[src/rtl/sd_spi_card_responder.sv]
// SPI-mode SD card model answering CMD0/CMD8/CMD55/ACMD41/CMD58.
// Define SD_CRC7_CHECK_EN to verify CRC7 on CMD0 and CMD8.
module sd_spi_card_responder #(
   parameter int          NCR_BYTES         = 1,
   parameter int          ACMD41_BUSY_POLLS = 2,
   parameter logic [31:0] OCR_VALUE         = 32'hC0FF8000,
   parameter int          SYNC_STAGES       = 2
) (
   input  logic        clk,
   input  logic        rst,
   input  logic        sd_cclk,
   input  logic        sd_cmd,
   input  logic        sd_cs,
   output logic        sd_data,
   output logic        cmd_valid,
   output logic [5:0]  cmd_index,
   output logic [31:0] cmd_arg,
   output logic        card_idle
);
   typedef enum logic [2:0] {S_IDLE, S_RX, S_DECODE, S_NCR, S_TX} state_e;

   localparam logic [5:0] NCR_LAST = 6'(8 * NCR_BYTES - 1);
   localparam logic [7:0] POLLS    = 8'(ACMD41_BUSY_POLLS);

   logic [SYNC_STAGES-1:0] cclk_sync_q, cclk_sync_d;
   logic [SYNC_STAGES-1:0] cmd_sync_q, cmd_sync_d;
   logic [SYNC_STAGES-1:0] cs_sync_q, cs_sync_d;
   logic        cclk_last_q, cclk_last_d;
   state_e      state_q, state_d;
   logic [47:0] frame_q, frame_d;
   logic [5:0]  bit_cnt_q, bit_cnt_d;
   logic [5:0]  ncr_cnt_q, ncr_cnt_d;
   logic [39:0] tx_sr_q, tx_sr_d;
   logic [5:0]  tx_cnt_q, tx_cnt_d;
   logic        sd_data_q, sd_data_d;
   logic        cmd_valid_q, cmd_valid_d;
   logic [5:0]  cmd_index_q, cmd_index_d;
   logic [31:0] cmd_arg_q, cmd_arg_d;
   logic        card_idle_q, card_idle_d;
   logic [7:0]  poll_q, poll_d;
   logic        app_cmd_q, app_cmd_d;

   logic        cclk_s, mosi_s, cs_s, sclk_rise, sclk_fall;
   logic [5:0]  idx;
   logic [31:0] arg;
   logic [7:0]  r1;
   logic [31:0] payload;
   logic        long_resp;
   logic        crc_bad;
   logic        unused_bits;

`ifdef SD_CRC7_CHECK_EN
   logic [6:0] crc_q, crc_d;

   function automatic logic [6:0] crc7_step(input logic [6:0] c, input logic b);
      return {c[5:0], 1'b0} ^ ((b ^ c[6]) ? 7'h09 : 7'h00);
   endfunction

   assign unused_bits = frame_q[47];
`else
   assign unused_bits = ^{frame_q[47], frame_q[7:1]};
`endif

   assign cclk_s    = cclk_sync_q[SYNC_STAGES-1];
   assign mosi_s    = cmd_sync_q[SYNC_STAGES-1];
   assign cs_s      = cs_sync_q[SYNC_STAGES-1];
   assign sclk_rise = cclk_s & ~cclk_last_q;
   assign sclk_fall = ~cclk_s & cclk_last_q;
   assign idx       = frame_q[45:40];
   assign arg       = frame_q[39:8];

   always_comb begin
      cclk_sync_d = SYNC_STAGES'({cclk_sync_q, sd_cclk});
      cmd_sync_d  = SYNC_STAGES'({cmd_sync_q, sd_cmd});
      cs_sync_d   = SYNC_STAGES'({cs_sync_q, sd_cs});
      cclk_last_d = cclk_s;
      state_d     = state_q;
      frame_d     = frame_q;
      bit_cnt_d   = bit_cnt_q;
      ncr_cnt_d   = ncr_cnt_q;
      tx_sr_d     = tx_sr_q;
      tx_cnt_d    = tx_cnt_q;
      sd_data_d   = sd_data_q;
      cmd_valid_d = 1'b0;
      cmd_index_d = cmd_index_q;
      cmd_arg_d   = cmd_arg_q;
      card_idle_d = card_idle_q;
      poll_d      = poll_q;
      app_cmd_d   = app_cmd_q;
      r1          = 8'h00;
      payload     = 32'hFFFF_FFFF;
      long_resp   = 1'b0;
      crc_bad     = 1'b0;
`ifdef SD_CRC7_CHECK_EN
      crc_d       = crc_q;
`endif
      if (cs_s) begin
         state_d   = S_IDLE;
         sd_data_d = 1'b1;
         bit_cnt_d = 6'd0;
      end else begin
         case (state_q)
            S_IDLE: begin
               sd_data_d = 1'b1;
               if (sclk_rise && !mosi_s) begin
                  state_d   = S_RX;
                  bit_cnt_d = 6'd1;
                  frame_d   = 48'd0;
`ifdef SD_CRC7_CHECK_EN
                  crc_d     = 7'd0;
`endif
               end
            end
            S_RX: begin
               if (sclk_rise) begin
                  frame_d   = {frame_q[46:0], mosi_s};
                  bit_cnt_d = bit_cnt_q + 6'd1;
`ifdef SD_CRC7_CHECK_EN
                  if (bit_cnt_q < 6'd40) crc_d = crc7_step(crc_q, mosi_s);
`endif
                  if (bit_cnt_q == 6'd47)
                     state_d = (frame_d[46] && frame_d[0]) ? S_DECODE : S_IDLE;
               end
            end
            S_DECODE: begin
               cmd_valid_d = 1'b1;
               cmd_index_d = idx;
               cmd_arg_d   = arg;
               ncr_cnt_d   = 6'd0;
               state_d     = S_NCR;
`ifdef SD_CRC7_CHECK_EN
               crc_bad = (idx == 6'd0 || idx == 6'd8) && (crc_q != frame_q[7:1]);
`endif
               if (crc_bad) begin
                  r1 = {4'b0, 1'b1, 2'b0, card_idle_q};
               end else begin
                  app_cmd_d = 1'b0;
                  r1        = {5'b0, 1'b1, 1'b0, card_idle_q};
                  unique case (1'b1)
                     idx == 6'd0: begin
                        card_idle_d = 1'b1;
                        poll_d      = 8'd0;
                        r1          = 8'h01;
                     end
                     idx == 6'd8: begin
                        r1        = {7'b0, card_idle_q};
                        payload   = {20'h0, arg[11:8], arg[7:0]};
                        long_resp = 1'b1;
                     end
                     idx == 6'd55: begin
                        r1        = {7'b0, card_idle_q};
                        app_cmd_d = 1'b1;
                     end
                     idx == 6'd41 && app_cmd_q: begin
                        if (poll_q < POLLS) begin
                           r1     = {7'b0, card_idle_q};
                           poll_d = poll_q + 8'd1;
                        end else begin
                           card_idle_d = 1'b0;
                           r1          = 8'h00;
                        end
                     end
                     idx == 6'd58: begin
                        r1        = {7'b0, card_idle_q};
                        payload   = OCR_VALUE;
                        long_resp = 1'b1;
                     end
                     default: ;
                  endcase
               end
               tx_sr_d  = {r1, payload};
               tx_cnt_d = long_resp ? 6'd40 : 6'd8;
            end
            S_NCR: begin
               sd_data_d = 1'b1;
               if (sclk_fall) begin
                  if (ncr_cnt_q == NCR_LAST) state_d = S_TX;
                  else ncr_cnt_d = ncr_cnt_q + 6'd1;
               end
            end
            S_TX: begin
               if (sclk_fall) begin
                  if (tx_cnt_q != 6'd0) begin
                     sd_data_d = tx_sr_q[39];
                     tx_sr_d   = {tx_sr_q[38:0], 1'b1};
                     tx_cnt_d  = tx_cnt_q - 6'd1;
                  end else begin
                     sd_data_d = 1'b1;
                     state_d   = S_IDLE;
                  end
               end
            end
            default: state_d = S_IDLE;
         endcase
      end
   end

   always_ff @(posedge clk) begin
      if (rst) begin
         cclk_sync_q <= '0;
         cmd_sync_q  <= '1;
         cs_sync_q   <= '1;
         cclk_last_q <= 1'b0;
         state_q     <= S_IDLE;
         frame_q     <= 48'd0;
         bit_cnt_q   <= 6'd0;
         ncr_cnt_q   <= 6'd0;
         tx_sr_q     <= '1;
         tx_cnt_q    <= 6'd0;
         sd_data_q   <= 1'b1;
         cmd_valid_q <= 1'b0;
         cmd_index_q <= 6'd0;
         cmd_arg_q   <= 32'd0;
         card_idle_q <= 1'b1;
         poll_q      <= 8'd0;
         app_cmd_q   <= 1'b0;
`ifdef SD_CRC7_CHECK_EN
         crc_q       <= 7'd0;
`endif
      end else begin
         cclk_sync_q <= cclk_sync_d;
         cmd_sync_q  <= cmd_sync_d;
         cs_sync_q   <= cs_sync_d;
         cclk_last_q <= cclk_last_d;
         state_q     <= state_d;
         frame_q     <= frame_d;
         bit_cnt_q   <= bit_cnt_d;
         ncr_cnt_q   <= ncr_cnt_d;
         tx_sr_q     <= tx_sr_d;
         tx_cnt_q    <= tx_cnt_d;
         sd_data_q   <= sd_data_d;
         cmd_valid_q <= cmd_valid_d;
         cmd_index_q <= cmd_index_d;
         cmd_arg_q   <= cmd_arg_d;
         card_idle_q <= card_idle_d;
         poll_q      <= poll_d;
         app_cmd_q   <= app_cmd_d;
`ifdef SD_CRC7_CHECK_EN
         crc_q       <= crc_d;
`endif
      end
   end

   assign sd_data   = sd_data_q;
   assign cmd_valid = cmd_valid_q;
   assign cmd_index = cmd_index_q;
   assign cmd_arg   = cmd_arg_q;
   assign card_idle = card_idle_q;

endmodule

[config.mk]
export PLATFORM = sky130hd
export DESIGN_NAME = sd_spi_card_responder
export DESIGN_NICKNAME = d
export VERILOG_FILES = /design/src/rtl/sd_spi_card_responder.sv
export SDC_FILE = /design/constraint.sdc
export NUM_CORES = 1
export LEC_CHECK = 0
export ABC_AREA = 0
export CAP_MARGIN = 20
export CORE_MARGIN = 2
export CORE_UTILIZATION = 53
export DETAILED_ROUTE_END_ITERATION = 7
export GPL_TIMING_DRIVEN = 0
export HOLD_SLACK_MARGIN = 0.03
export PLACE_DENSITY = 0.76
export SYNTH_ARGS = -nofsm -noshare
export SYNTH_HDL_FRONTEND = slang
export SYNTH_SLANG_ARGS = --single-unit
[constraint.sdc]
create_clock -name clk -period 2.1 [get_ports clk]
set_input_delay 0.315 -clock clk [delete_from_list [all_inputs] [get_ports clk]]
set_output_delay 0.315 -clock clk [all_outputs]
set_load 0.1 [all_outputs]
== Yosys cells after proc, flatten, opt, wreduce, memory -nomap -nowiden ==
Index checks and enable logic that the tools add are counted.

* Flip-flop bits (word level): 164
* Input port bits: 5
* Output and inout port bits: 41
* Logic and storage cells: 113

* Add/subtract/negate cells: 4
* $lt $le $gt $ge: 1
* Equality and inequality tests: 21
* Mux-type cells: 40
* Bitwise gates (word level): 5
* Reductions and logical operators: 25

{| class="wikitable"
|+ Operators with widths
! kind !! count
|-
| 46-bit 2-to-1 mux || 2
|-
| 46-bit case mux with 2 select lines || 1
|-
| 40-bit 2-to-1 mux || 2
|-
| 40-bit case mux with 2 select lines || 1
|-
| 32-bit case mux with 2 select lines || 1
|-
| 6-bit 2-to-1 mux || 7
|-
| 6-bit case mux with 2 select lines || 3
|-
| 6-bit equality test (second input constant) || 4
|-
| 3-bit 2-to-1 mux || 7
|-
| 2-bit inequality test (second input constant) || 10
|-
| 4-bit AND reduction || 5
|-
| 8-bit case mux with 2 select lines || 1
|-
| 3-bit case mux with 5 select lines || 1
|-
| 6-bit by 1-bit adder with 6-bit output (second input constant) || 2
|-
| 2-bit nonzero test || 5
|-
| 1-bit 2-to-1 mux || 9
|-
| 3-bit case mux with 3 select lines || 1
|-
| 8-bit by 1-bit adder with 8-bit output (second input constant) || 1
|-
| 8-bit by 2-bit less-than comparator with 1-bit output (second input constant) || 1
|-
| 8-bit 2-to-1 mux || 1
|-
| 7-bit AND reduction || 1
|-
| 3-bit by 2-bit equality test with 1-bit output (second input constant) || 2
|-
| 6-bit by 3-bit equality test with 1-bit output (second input constant) || 1
|-
| 6-bit by 4-bit equality test with 1-bit output (second input constant) || 1
|-
| 17 further kinds || 26
|}

== Longest topological paths before layout ==
Gate-level depths: netlist of run 1.

* Depth in word-level cells: 7
* Gate-level depth with buffers: 9
* Mapped depth without buffers: 6

== Least setup slack after synthesis of run 1 ==
Ideal clock, no wire load.

* Path kind: reg-to-reg
* Start: register state_q[2]
* End: register tx_sr_q[34]
* Setup time: 0.123 ns
* Data arrival time: 1.970 ns
* Data required time: 1.977 ns
* Slack: 0.007 ns
* Cell stages (with the launch flop): 9
* Buffers on the path: 3
* Clock period less this slack: 2.093 ns
* Cells stage by stage: dfxtp_1 > or3b_1 > buf_2 > a2111oi_4 > nor2_2 > buf_4 > buf_2 > a21oi_1 > o21ai_1

* Word-level cells in the longest chain between the ends: 3
* Elaborated cells on any way between the ends: 7
* Those cells by class: eq/ne: 4; mux: 1; reduce/logical: 2

{| class="wikitable"
|+ Ends and longest elaborated chain
! what !! RTL line !! source
|-
| from (decl) || 29 || <nowiki>state_e state_q, state_d;</nowiki>
|-
| from (signal assigned) || 225 || <nowiki>state_q <= state_d;</nowiki>
|-
| 3-bit equality test / 3-bit by 2-bit equality test with 1-bit output (equally long branches) || 102 || <nowiki>case (state_q)</nowiki>
|-
| 2-bit inequality test (no line) / 2-bit nonzero test (equally long branches) || n/a ||
|-
| 4-bit AND reduction (no line) || n/a ||
|-
| to (signal assigned) || 229 || <nowiki>tx_sr_q <= tx_sr_d;</nowiki>
|-
| to (decl) || 33 || <nowiki>logic [39:0] tx_sr_q, tx_sr_d;</nowiki>
|}

Several ways; a longest one is shown, not always the timed one.
A chain may end at the register's enable or synchronous reset.

== Worst setup path after layout of run 1 ==
* Start: register frame_q[41]
* End: register poll_q[0]

* Word-level cells in the longest chain between the ends: 4
* Elaborated cells on any way between the ends: 7
* Those cells by class: eq/ne: 2; mux: 1; reduce/logical: 4

{| class="wikitable"
|+ Ends and longest elaborated chain
! what !! RTL line !! source
|-
| from (decl) || 30 || <nowiki>logic [47:0] frame_q, frame_d;</nowiki>
|-
| from (signal assigned) || 226 || <nowiki>frame_q <= frame_d;</nowiki>
|-
| 6-bit equality test || 154 || <nowiki>idx == 6'd41 && app_cmd_q: begin</nowiki>
|-
| 1-bit logical AND || 154 ||
|-
| 2-bit by 1-bit inequality test with 1-bit output (no line) / 2-bit nonzero test (equally long branches) || n/a ||
|-
| 4-bit AND reduction (no line) || n/a ||
|-
| to (signal assigned) || 236 || <nowiki>poll_q <= poll_d;</nowiki>
|-
| to (decl) || 40 || <nowiki>logic [7:0] poll_q, poll_d;</nowiki>
|}

Several ways; a longest one is shown, not always the timed one.

==> results.py, run 1 <==
metrics = {
    "grt": {
        "track_usage_pct": 24.9,
        "gr-total-overflow": 0,
        "grt_first_pass_wirelength_um": 26300,
        "grt_pass1_vias": 5649,
        "grt_start_max_net_pins": 17,
        "antenna_found_initial": 0,
    },
    "placement": {
        "dp_slack_ns": -0.537,
        "dpl.hpwl_um": 10800,
        "port_buffers": 44,
        "dpl.cell_count": 989,
        "gp_congestion": 0.927,
    },
    "critical_path": {
        "criticalPathCategory": "register to register",
        "cp_data_arrival_time_ns": 2.34,
        "required_ns": 2.42,
        "r2r_end": "poll_q[0]$_SDFFE_PP0P_",
        "path_delay_family": "simple AND/OR/NAND/NOR gates",
        "reg2regPathDepth": 5,
        "startpoint_type": "register",
        "crit_buf_inv": 0,
        "end_kind": "register",
        "cp_slowest_cell": "nor4_2",
        "crit_chain": "or2_2 -> nor4_2 -> o21ai_1 -> xnor2_1 -> and2_1",
        "slowest_delay_ns": 0.47,
        "r2r-start": "frame_q[41]$_SDFFE_PP0P_",
        "worstPathMaxFanout": 7,
        "ff2ff_setup_slack_ns": 0.08,
    },
    "sta": {
        "holdWs_ns": 0.268,
        "tightest_slew_ns": 0.983,
        "relSlewSlack_pct": 34.7,
        "skew_ns": 0.0114,
        "fin_crit_ns": 2.02,
        "fmax_mhz": 496,
        "hold_viol": 0,
        "setup_viol": 0,
        "min_period_over_period_pct": 96.0,
        "drv_slew": 0,
        "setup_ws_ns": 0.0839,
    },
    "yosys": {
        "syn_inst": 798,
        "async_flop_share_pct": 0,
        "synth-main-ff-cell": "dfxtp_1",
        "synth_edf_count": 0,
        "ys_seq_elements": 164,
        "synthesis.area_um2": 6550,
        "ys_warn_count": 0,
        "synth.distinct_cells": 52,
        "seq_area_frac_synth_pct": 50.2,
        "synth_nets": 808,
        "syn_avg_cell_area_um2": 8.20,
    },
    "finish": {
        "area_delta_synth_final_pct": 19.0,
        "antennaDiodeCount": 0,
        "drive_gt1_share_pct": 9.76,
        "final_nets": 868,
        "final_cells": 1018,
        "finalCoreUtilization_pct": 64.9,
        "fillCellCount": 1034,
    },
    "clocking": {
        "clock_latency_ns": 0.43,
        "cts_tree": "done",
        "cts.clk_slew.worst_paths_ns": 0.07,
        "cts-root-buf": "clkbuf_16",
        "h-tree-depth": 4,
        "holdBufCountCts": 0,
        "clock_path_buffers": 2,
        "clock_sinks": 164,
        "cts-buffers-inserted": 17,
    },
    "power": {
        "ir_drop_v": 0.000648,
        "power_mw": 6.25,
        "powerDensity_nw_per_um2": 802,
        "p_leak_nw": 2.90,
    },
    "floorplanning": {
        "io_pins": 46,
        "dieWidth_um": 115,
        "die_area_um2": 13300,
        "rows": 40,
        "coreArea_um2": 12000,
        "initial_core_util_pct": 54.5,
        "die_y_um": 115,
    },
    "routing": {
        "first_pass_iters": 5,
        "avgRoutedWirePerCell_um": 15.7,
        "wirelength_um": 15900,
        "drt_iter0_drc": 514,
        "vias": 5945,
        "avgViaCountPerCell": 5.84,
        "ant_nets": 0,
        "drc_errors": 0,
    },
    "hold_path": {
        "hold-path-cell-count": 2,
        "hold_start": "rst",
        "whs_endpoint": "cclk_last_q$_SDFF_PP0_",
        "min_path_type": "input pin to register",
    },
    "outcome": {
        "status": "complete, no violations",
    },
    "flow_run": {
        "cap_violations": 0,
    },
}
## state kept, by name, indices dropped and copies added, names as in the netlist
register     flops
frame_q         46
tx_sr_q         40
cmd_arg         32
poll_q           8
bit_cnt_q        6
cmd_index        6
ncr_cnt_q        6
tx_cnt_q         6
state_q          3
cclk_sync_q      2
cmd_sync_q       2
cs_sync_q        2
app_cmd_q        1
card_idle        1
cclk_last_q      1
cmd_valid        1
sd_data          1
## placed cells by master, fill, tap and decap left out, types with 8 or more instances in the layout
master           n
dfxtp_1        163
nand2_1        159
a21oi_1        110
nor2_1          57
nand3_1         54
dlygate4sd2_1   41
clkbuf_1        28
a211o_1         27
o21ai_0         21
nor3_1          20
clkbuf_2        17
clkbuf_16       17
buf_2           10
o211ai_1         9
inv_1            8
## cell families (layout without fill, tap and decap cells)
family,Yosys count,after routing,synth area share [%]
AO/OA/AOI/OAI,199,199,18.7
XOR/XNOR,11,11,1.47
adder cells (fa/ha/maj),5,5,0.956
buffers and inverters,71,144,4.49
flip-flops,164,164,50.2
multiplexers,2,2,0.306
AND/OR/NAND/NOR,346,346,23.9
## layout make-up
| type | instances | area (um^2) | share of cell area (%) |
|---|---|---|---|
| inverter | 8 | 30.0 | 0.385 |
| clock buffer | 19 | 443 | 5.68 |
| sequential | 164 | 3290 | 42.2 |
| tap | 147 | 184 | 2.36 |
| multi-input combinational | 563 | 3040 | 39.0 |
| buffer | 59 | 278 | 3.57 |
| clock inverter | 13 | 138 | 1.77 |
| timing repair buffer | 45 | 397 | 5.09 |
## worst max-delay path by stage
stage | from | end | slack [ns] | cells after the start
floorplan | state_q[2]$_SDFFE_PP0P_ | tx_sr_q[34]$_SDFFE_PP1P_ | 0.007 | 8
global placement | cs_sync_q[1]$_SDFF_PP1_ | tx_sr_q[31]$_SDFFE_PP1P_ | -0.48 | 9
detailed placement | cs_sync_q[1]$_SDFF_PP1_ | tx_sr_q[31]$_SDFFE_PP1P_ | -0.54 | 9
CTS | state_q[1]$_SDFFE_PP0P_ | frame_q[25]$_SDFFE_PP0P_ | 0.02 | 7
global route | ncr_cnt_q[0]$_SDFFE_PP0P_ | state_q[2]$_SDFFE_PP0P_ | -0.02 | 6
finish | frame_q[41]$_SDFFE_PP0P_ | poll_q[0]$_SDFFE_PP0P_ | 0.08 | 5
## power breakdown
group          internal, mW  switching, mW  leakage [nW]  total [mW]
clock network          1.71           1.34         0.280        3.04
registers              3.11        0.00504          1.32        3.12
logic                0.0218         0.0660          1.29      0.0879
total                  4.84           1.41          2.90        6.25
## stage by stage
step | TNS [ns] | instance area (um^2)
detailed placement | -36.24 | 7170
global route | -0.0172 | 7790
global placement | -29.88 | 7170
CTS | 0 | 7760
finish | 0 | 7790
floorplan | 0 | 6550
## Yosys cell counts, types with 3 or more instances
cell type,n,area share [%]
nand2_1,159,9.1
a211oi_1,6,0.69
a2111oi_0,3,0.40
a21oi_1,110,8.4
xor2_1,6,0.80
nor4_1,4,0.38
xnor2_1,5,0.67
or3_1,3,0.29
o21a_1,4,0.46
o211ai_1,9,1.0
o21ai_0,21,1.6
inv_1,8,0.46
and2_1,3,0.29
buf_2,13,0.99
dfxtp_1,164,50
nand2b_1,4,0.38
a211o_1,27,3.6
ha_1,5,0.96
a21o_1,3,0.34
and3_1,7,0.67
clkbuf_1,48,2.8
nand4_1,6,0.57
nand3_1,54,4.1
nor2b_1,5,0.48
nor2_1,59,3.4
nor3_1,20,1.5
or2_2,8,0.76
## worst reg2reg max path: stages (launching register included)
cell and delay (ns):
dfxtp_1 0.38, or2_2 0.37, nor4_2 0.47, o21ai_1 0.33, xnor2_1 0.20, and2_1 0.17
## routing by layer
metal / share of wire (%) / vias to the layer above / track usage (%) / wire length [um]
met3: 4.6 / 31 / 6.22 / 733
met4: 2.6 / 0 / 9.56 / 410
met5: 0 / - / 0 / 0
met1: 45 / 2853 / 31.3 / 7110
met2: 48 / 177 / 41.2 / 7680
li1: - / 2884 / - / -
## timing repair
action	4_1_cts	5_1_grt
pin swaps	1	2
setup endpoints to repair	180	74
gates resized for setup	62	27
setup buffers	1	0
(Power assumes the default switching activity.)
==> inputs of run 2 (changes only) <==
- ABC_CLOCK_PERIOD_IN_PS: default -> 1800
- clock period: 2.1 -> 1.8 ns (I/O delays scaled with it)
==> run 2 against run 1 <==
The flow now finishes with violations (setup timing). Clock power grew 22%. Register-to-register slack got worse by 0.14 ns. Die area unchanged. Critical path depth up 3.
==> results.py, run 2 (synthesis gave the netlist of run 1 again) <==
metrics = {
    "clocking": {
        "clock_path_buffers": 2,
        "h-tree-depth": 4,
        "cts-buffers-inserted": 17,
        "clock_sinks": 164,
        "clock_latency_ns": 0.43,
        "cts_tree": "done",
        "cts.clk_slew.worst_paths_ns": 0.06,
        "holdBufCountCts": 0,
        "cts-root-buf": "clkbuf_16",
    },
    "sta": {
        "tightest_slew_ns": 0.659,
        "holdWs_ns": 0.259,
        "rsz0062_at_grt": "yes",
        "relSlewSlack_pct": 56.1,
        "fmax_mhz": 539,
        "min_period_over_period_pct": 103,
        "fin_crit_ns": 1.86,
        "hold_viol": 0,
        "drv_slew": 0,
        "skew_ns": 0.00825,
        "setup_viol": 46,
        "setup_ws_ns": -0.0550,
    },
    "finish": {
        "fillCellCount": 848,
        "drive_gt1_share_pct": 25.3,
        "layout_commonest_cell": "dfxtp_1",
        "antennaDiodeCount": 0,
        "top_register": "frame_q",
        "area_delta_synth_final_pct": 33.3,
        "finalCoreUtilization_pct": 72.6,
        "final_nets": 901,
        "final_cell_mix": "dfxtp_1 (153), nand2_1 (147), a21oi_1 (103)",
        "final_cell_area_um2": 8720,
        "final_cells": 1051,
        "largest_reg_flops": 46,
    },
    "grt": {
        "gr-total-overflow": 0,
        "grt_first_pass_wirelength_um": 27400,
        "grt_pass1_vias": 5863,
        "antenna_found_initial": 0,
        "track_usage_pct": 26.1,
        "grt_start_max_net_pins": 17,
    },
    "critical_path": {
        "cp-endpoint": "tx_sr_q[34]$_SDFFE_PP1P_",
        "startpoint_type": "register",
        "worstPathMaxFanout": 6,
        "reg2regPathDepth": 8,
        "cp_data_arrival_time_ns": 2.16,
        "cp-startpoint": "state_q[1]$_SDFFE_PP0P_",
        "r2r-start": "state_q[1]$_SDFFE_PP0P_",
        "criticalPathCategory": "register to register",
        "end_kind": "register",
        "required_ns": 2.11,
        "r2r_end": "tx_sr_q[34]$_SDFFE_PP1P_",
        "ff2ff_setup_slack_ns": -0.06,
    },
    "outcome": {
        "violations": "setup timing",
        "status": "finished with violations",
    },
    "routing": {
        "wirelength_um": 17500,
        "drt_iter0_drc": 508,
        "first_pass_iters": 6,
        "avgRoutedWirePerCell_um": 16.7,
        "avgViaCountPerCell": 5.88,
        "ant_nets": 0,
        "vias": 6185,
        "drc_errors": 0,
    },
    "placement": {
        "dpl.cell_count": 989,
        "dpl-instance-area_um2": 7270,
        "gp_congestion": 0.872,
        "port_buffers": 44,
        "dpl.hpwl_um": 10600,
    },
    "power": {
        "ir_drop_v": 0.000849,
        "p_leak_nw": 3.08,
        "powerDensity_nw_per_um2": 855,
    },
    "floorplanning": {
        "io_pins": 46,
        "initial_core_util_pct": 54.5,
        "coreArea_um2": 12000,
        "die_area_um2": 13300,
        "rows": 40,
        "dieWidth_um": 115,
        "die_y_um": 115,
    },
    "hold_path": {
        "min_path_type": "input pin to register",
    },
    "flow_run": {
        "cap_violations": 0,
    },
}
run 2: changes by cell type in the layout (fill, tap and decap cells not counted), moves of 7 or more:
cell             delta
clkdlybuf4s15_2    +41
dlygate4sd2_1      -41
buf_4              +23
buf_6              +12
nand2_1            -12
nand2_2            +11
dfxtp_1            -10
clkbuf_1            -9
dfxtp_2             +9
o21ai_0             -9
clkbuf_2            -8
clkbuf_8            +8
a21oi_1             -7
o21ai_1             +7
run 2: area by class of cell:
| class | count | area, um^2 | share of cell area, % |
|---|---|---|---|
| multi-input cells | 564 | 3340 | 38.3 |
| flip-flops and latches | 164 | 3300 | 37.8 |
| repair buffers | 78 | 833 | 9.55 |
| clock buffers | 22 | 484 | 5.55 |
| plain buffers | 58 | 432 | 4.95 |
| well taps | 147 | 184 | 2.11 |
| clock inverters | 10 | 120 | 1.38 |
| inverters | 8 | 30.0 | 0.344 |
run 2: where the power goes:
group / switching, mW / internal [mW] / total [mW]
Sequential: 0.00450 / 3.63 / 3.64
Clock: 1.50 / 2.20 / 3.70
Combinational: 0.0863 / 0.0347 / 0.121
Total: 1.59 / 5.87 / 7.46
run 2: timing repair:
| item | CTS | global route |
|---|---|---|
| endpoints found under the setup margin | 194 | 127 |
| buffers inserted | 15 | 13 |
| resized for setup | 206 | 90 |
| cloned | 5 | 2 |
| pin swaps | 15 | 18 |
run 2: per-layer routing:
metal	track usage (%)	up-vias	wire length [um]
li1	-	2956	-
met1	33.1	2978	7530
met2	42.3	210	8570
met3	6.11	41	994
met4	12.1	0	420
met5	0	-	0
run 2: how the worst min path moves through the flow:
stage	cells after the start	startpoint	slack [ns]	end
floorplan	1	sd_cmd	0.37	cmd_sync_q[0]$_SDFF_PP1_
detailed placement	1	cs_sync_q[0]$_SDFF_PP1_	0.40	cs_sync_q[1]$_SDFF_PP1_
CTS	2	rst	0.26	cclk_sync_q[0]$_SDFF_PP0_
global placement	1	cs_sync_q[0]$_SDFF_PP1_	0.39	cs_sync_q[1]$_SDFF_PP1_
global route	2	rst	0.29	cclk_sync_q[0]$_SDFF_PP0_
finish	2	rst	0.26	cclk_sync_q[0]$_SDFF_PP0_
run 2: critical path: stages (launching register included):
cell and delay (ns):
dfxtp_2 0.33, or3b_4 0.46, a2111oi_4 0.24, buf_4 0.19, nor2_4 0.06, buf_8 0.16, buf_8 0.13, a21oi_4 0.10
o21ai_1 0.06
run 2: through the flow:
stage	setup TNS, ns	total power, mW	setup WS [ns]
floorplan	-8.96	3.79	-0.179
detailed placement	-51.90	3.82	-0.518
global placement	-45.61	3.82	-0.437
CTS	0	7.45	0.00693
finish	-1.02	7.46	-0.0550
global route	-5.08	7.63	-0.113
==> inputs of run 3 (changes only) <==
- CORE_MARGIN: 2 -> default
==> run 3 against run 2 <==
The run still ends with setup timing left. Sequential cell count unchanged. Worst hold slack better by 0.016 ns. Sequential power about the same. Non-clock buffer count up 3. Register-to-register slack worse by 0.14 ns. Count of clock-buffer cells in the layout down 4. Critical path depth down 1. Clock skew about the same. Clock power down 4%. Critical endpoint is now tx_sr_q[6]$_SDFFE_PP1P_. Highest routed layer unchanged.
==> results.py, run 3 (synthesis gave the netlist of run 1 again) <==
metrics = {
    "placement": {
        "gp_congestion": 0.906,
        "port_buffers": 44,
        "dpl.hpwl_um": 10500,
        "dpl.cell_count": 989,
    },
    "routing": {
        "drt_iter0_drc": 489,
        "ant_nets": 0,
        "avgRoutedWirePerCell_um": 16.9,
        "vias": 6216,
        "first_pass_iters": 5,
        "drc_errors": 0,
        "avgViaCountPerCell": 5.91,
        "wirelength_um": 17800,
    },
    "sta": {
        "setup_ws_ns": -0.200,
        "skew_ns": 0.00858,
        "hold_viol": 0,
        "fmax_mhz": 500,
        "drv_slew": 0,
        "setup_viol": 47,
        "relSlewSlack_pct": 58.5,
        "tightest_slew_ns": 0.623,
        "min_period_over_period_pct": 111,
        "fin_crit_ns": 2.00,
        "holdWs_ns": 0.274,
        "rsz0062_at_grt": "yes",
    },
    "power": {
        "p_leak_nw": 3.11,
        "ir_drop_v": 0.000864,
        "powerDensity_nw_per_um2": 827,
    },
    "critical_path": {
        "slowest_delay_ns": 0.46,
        "cp_data_arrival_time_ns": 2.31,
        "cp_slowest_cell": "or3b_4",
        "required_ns": 2.11,
        "startpoint_type": "register",
        "worstPathMaxFanout": 5,
        "crit_chain": "or3b_4 -> a2111oi_4 -> buf_4 -> buf_12 -> nor2_4 -> buf_6 -> a211o_1",
        "criticalPathCategory": "register to register",
        "end_kind": "register",
    },
    "grt": {
        "grt_start_max_net_pins": 17,
        "grt_first_pass_wirelength_um": 27500,
        "grt_pass1_vias": 5846,
        "antenna_found_initial": 0,
        "track_usage_pct": 27.1,
        "gr-total-overflow": 0,
    },
    "finish": {
        "antennaDiodeCount": 0,
        "final_nets": 905,
        "drive_gt1_share_pct": 26.3,
        "final_cells": 1052,
        "largest_reg_flops": 46,
        "area_delta_synth_final_pct": 35.5,
        "fillCellCount": 836,
        "layout_commonest_cell": "dfxtp_1",
        "top_register": "frame_q",
        "final_cell_mix": "dfxtp_1 (153), nand2_1 (151), a21oi_1 (100)",
    },
    "floorplanning": {
        "initial_core_util_pct": 54.5,
        "io_pins": 46,
        "rows": 40,
        "die_y_um": 113,
        "die_area_um2": 12800,
        "coreArea_um2": 12000,
        "dieWidth_um": 113,
    },
    "clocking": {
        "cts-root-buf": "clkbuf_16",
        "clock_path_buffers": 2,
        "cts.clk_slew.worst_paths_ns": 0.06,
        "cts-buffers-inserted": 17,
        "clock_latency_ns": 0.43,
        "cts_tree": "done",
        "h-tree-depth": 4,
        "clock_sinks": 164,
    },
    "outcome": {
        "status": "finished with violations",
        "violations": "setup timing",
    },
    "hold_path": {
        "min_path_type": "input pin to register",
    },
    "flow_run": {
        "cap_violations": 0,
    },
}
## run 3: cell types whose count changed in the layout (fill, tap and decap cells not counted), sizes merged
| cell | change |
|---|---|
| clkbuf | -6 |
| buf | +5 |
| clkinv | +3 |
| nor2 | +1 |
| inv | -3 |
| bufinv | +1 |
## run 3: critical path, delay by kind of cell (launching register included)
family	cells	cell delay (ns)
flops	1	0.32
buf+inv	3	0.45
compound gates	2	0.62
simple gates	2	0.50
## run 3: routing by layer
metal / routed length, um / GRT usage (%) / vias up
met2: 8910 / 46.3 / 208
li1: - / - / 2957
met3: 1000 / 7.50 / 38
met4: 397 / 10.1 / 0
met1: 7510 / 32.5 / 3013
met5: 0 / 0 / -
## run 3: path summary, 6_finish.rpt
path	startpoint	endpoint	slack, ns	cells after the start
worst max-delay path	state_q[0]$_SDFFE_PP0P_	tx_sr_q[6]$_SDFFE_PP1P_	-0.20	7
worst min-delay path	rst	cclk_last_q$_SDFF_PP0_	0.27	2
worst max register to register	state_q[0]$_SDFFE_PP0P_	tx_sr_q[6]$_SDFFE_PP1P_	-0.20	7
worst min register to register	cs_sync_q[0]$_SDFF_PP1_	cs_sync_q[1]$_SDFF_PP1_	0.41	1
## run 3: timing repair
action | CTS | global route
setup buffers | 18 | 13
pin swaps | 28 | 36
cloned | 11 | 0
resized for setup | 209 | 128
setup endpoints to repair | 193 | 141
hold buffers | 0 | 0
## run 3: power by group
group | internal [mW] | switching, mW | total, mW
clock | 2.14 | 1.42 | 3.56
combinational | 0.0366 | 0.0887 | 0.125
sequential | 3.63 | 0.00464 | 3.64
## run 3: cell type report
type / instances / area [um^2] / area share, %
Clock inverter: 11 / 139 / 1.57
Sequential cell: 164 / 3300 / 37.2
Inverter: 8 / 30.0 / 0.339
Tap cell: 147 / 184 / 2.07
Clock buffer: 18 / 429 / 4.84
Multi-Input combinational cell: 565 / 3460 / 39.0
Buffer: 57 / 457 / 5.15
Timing Repair Buffer: 82 / 867 / 9.78
## run 3: per-stage QoR
step                setup TNS [ns]  instance area, um^2  setup WS (ns)  total power, mW  util (%)
detailed placement          -49.08                 7270         -0.454             3.83      60.5
global placement            -45.29                 7270         -0.434             3.82      60.5
finish                       -6.22                 8870         -0.200             7.33      73.8
CTS                         -0.670                 8380        -0.0913             7.32      69.8
global route                 -8.25                 8870         -0.256             7.48      73.8
floorplan                    -8.96                 6640         -0.179             3.79         -
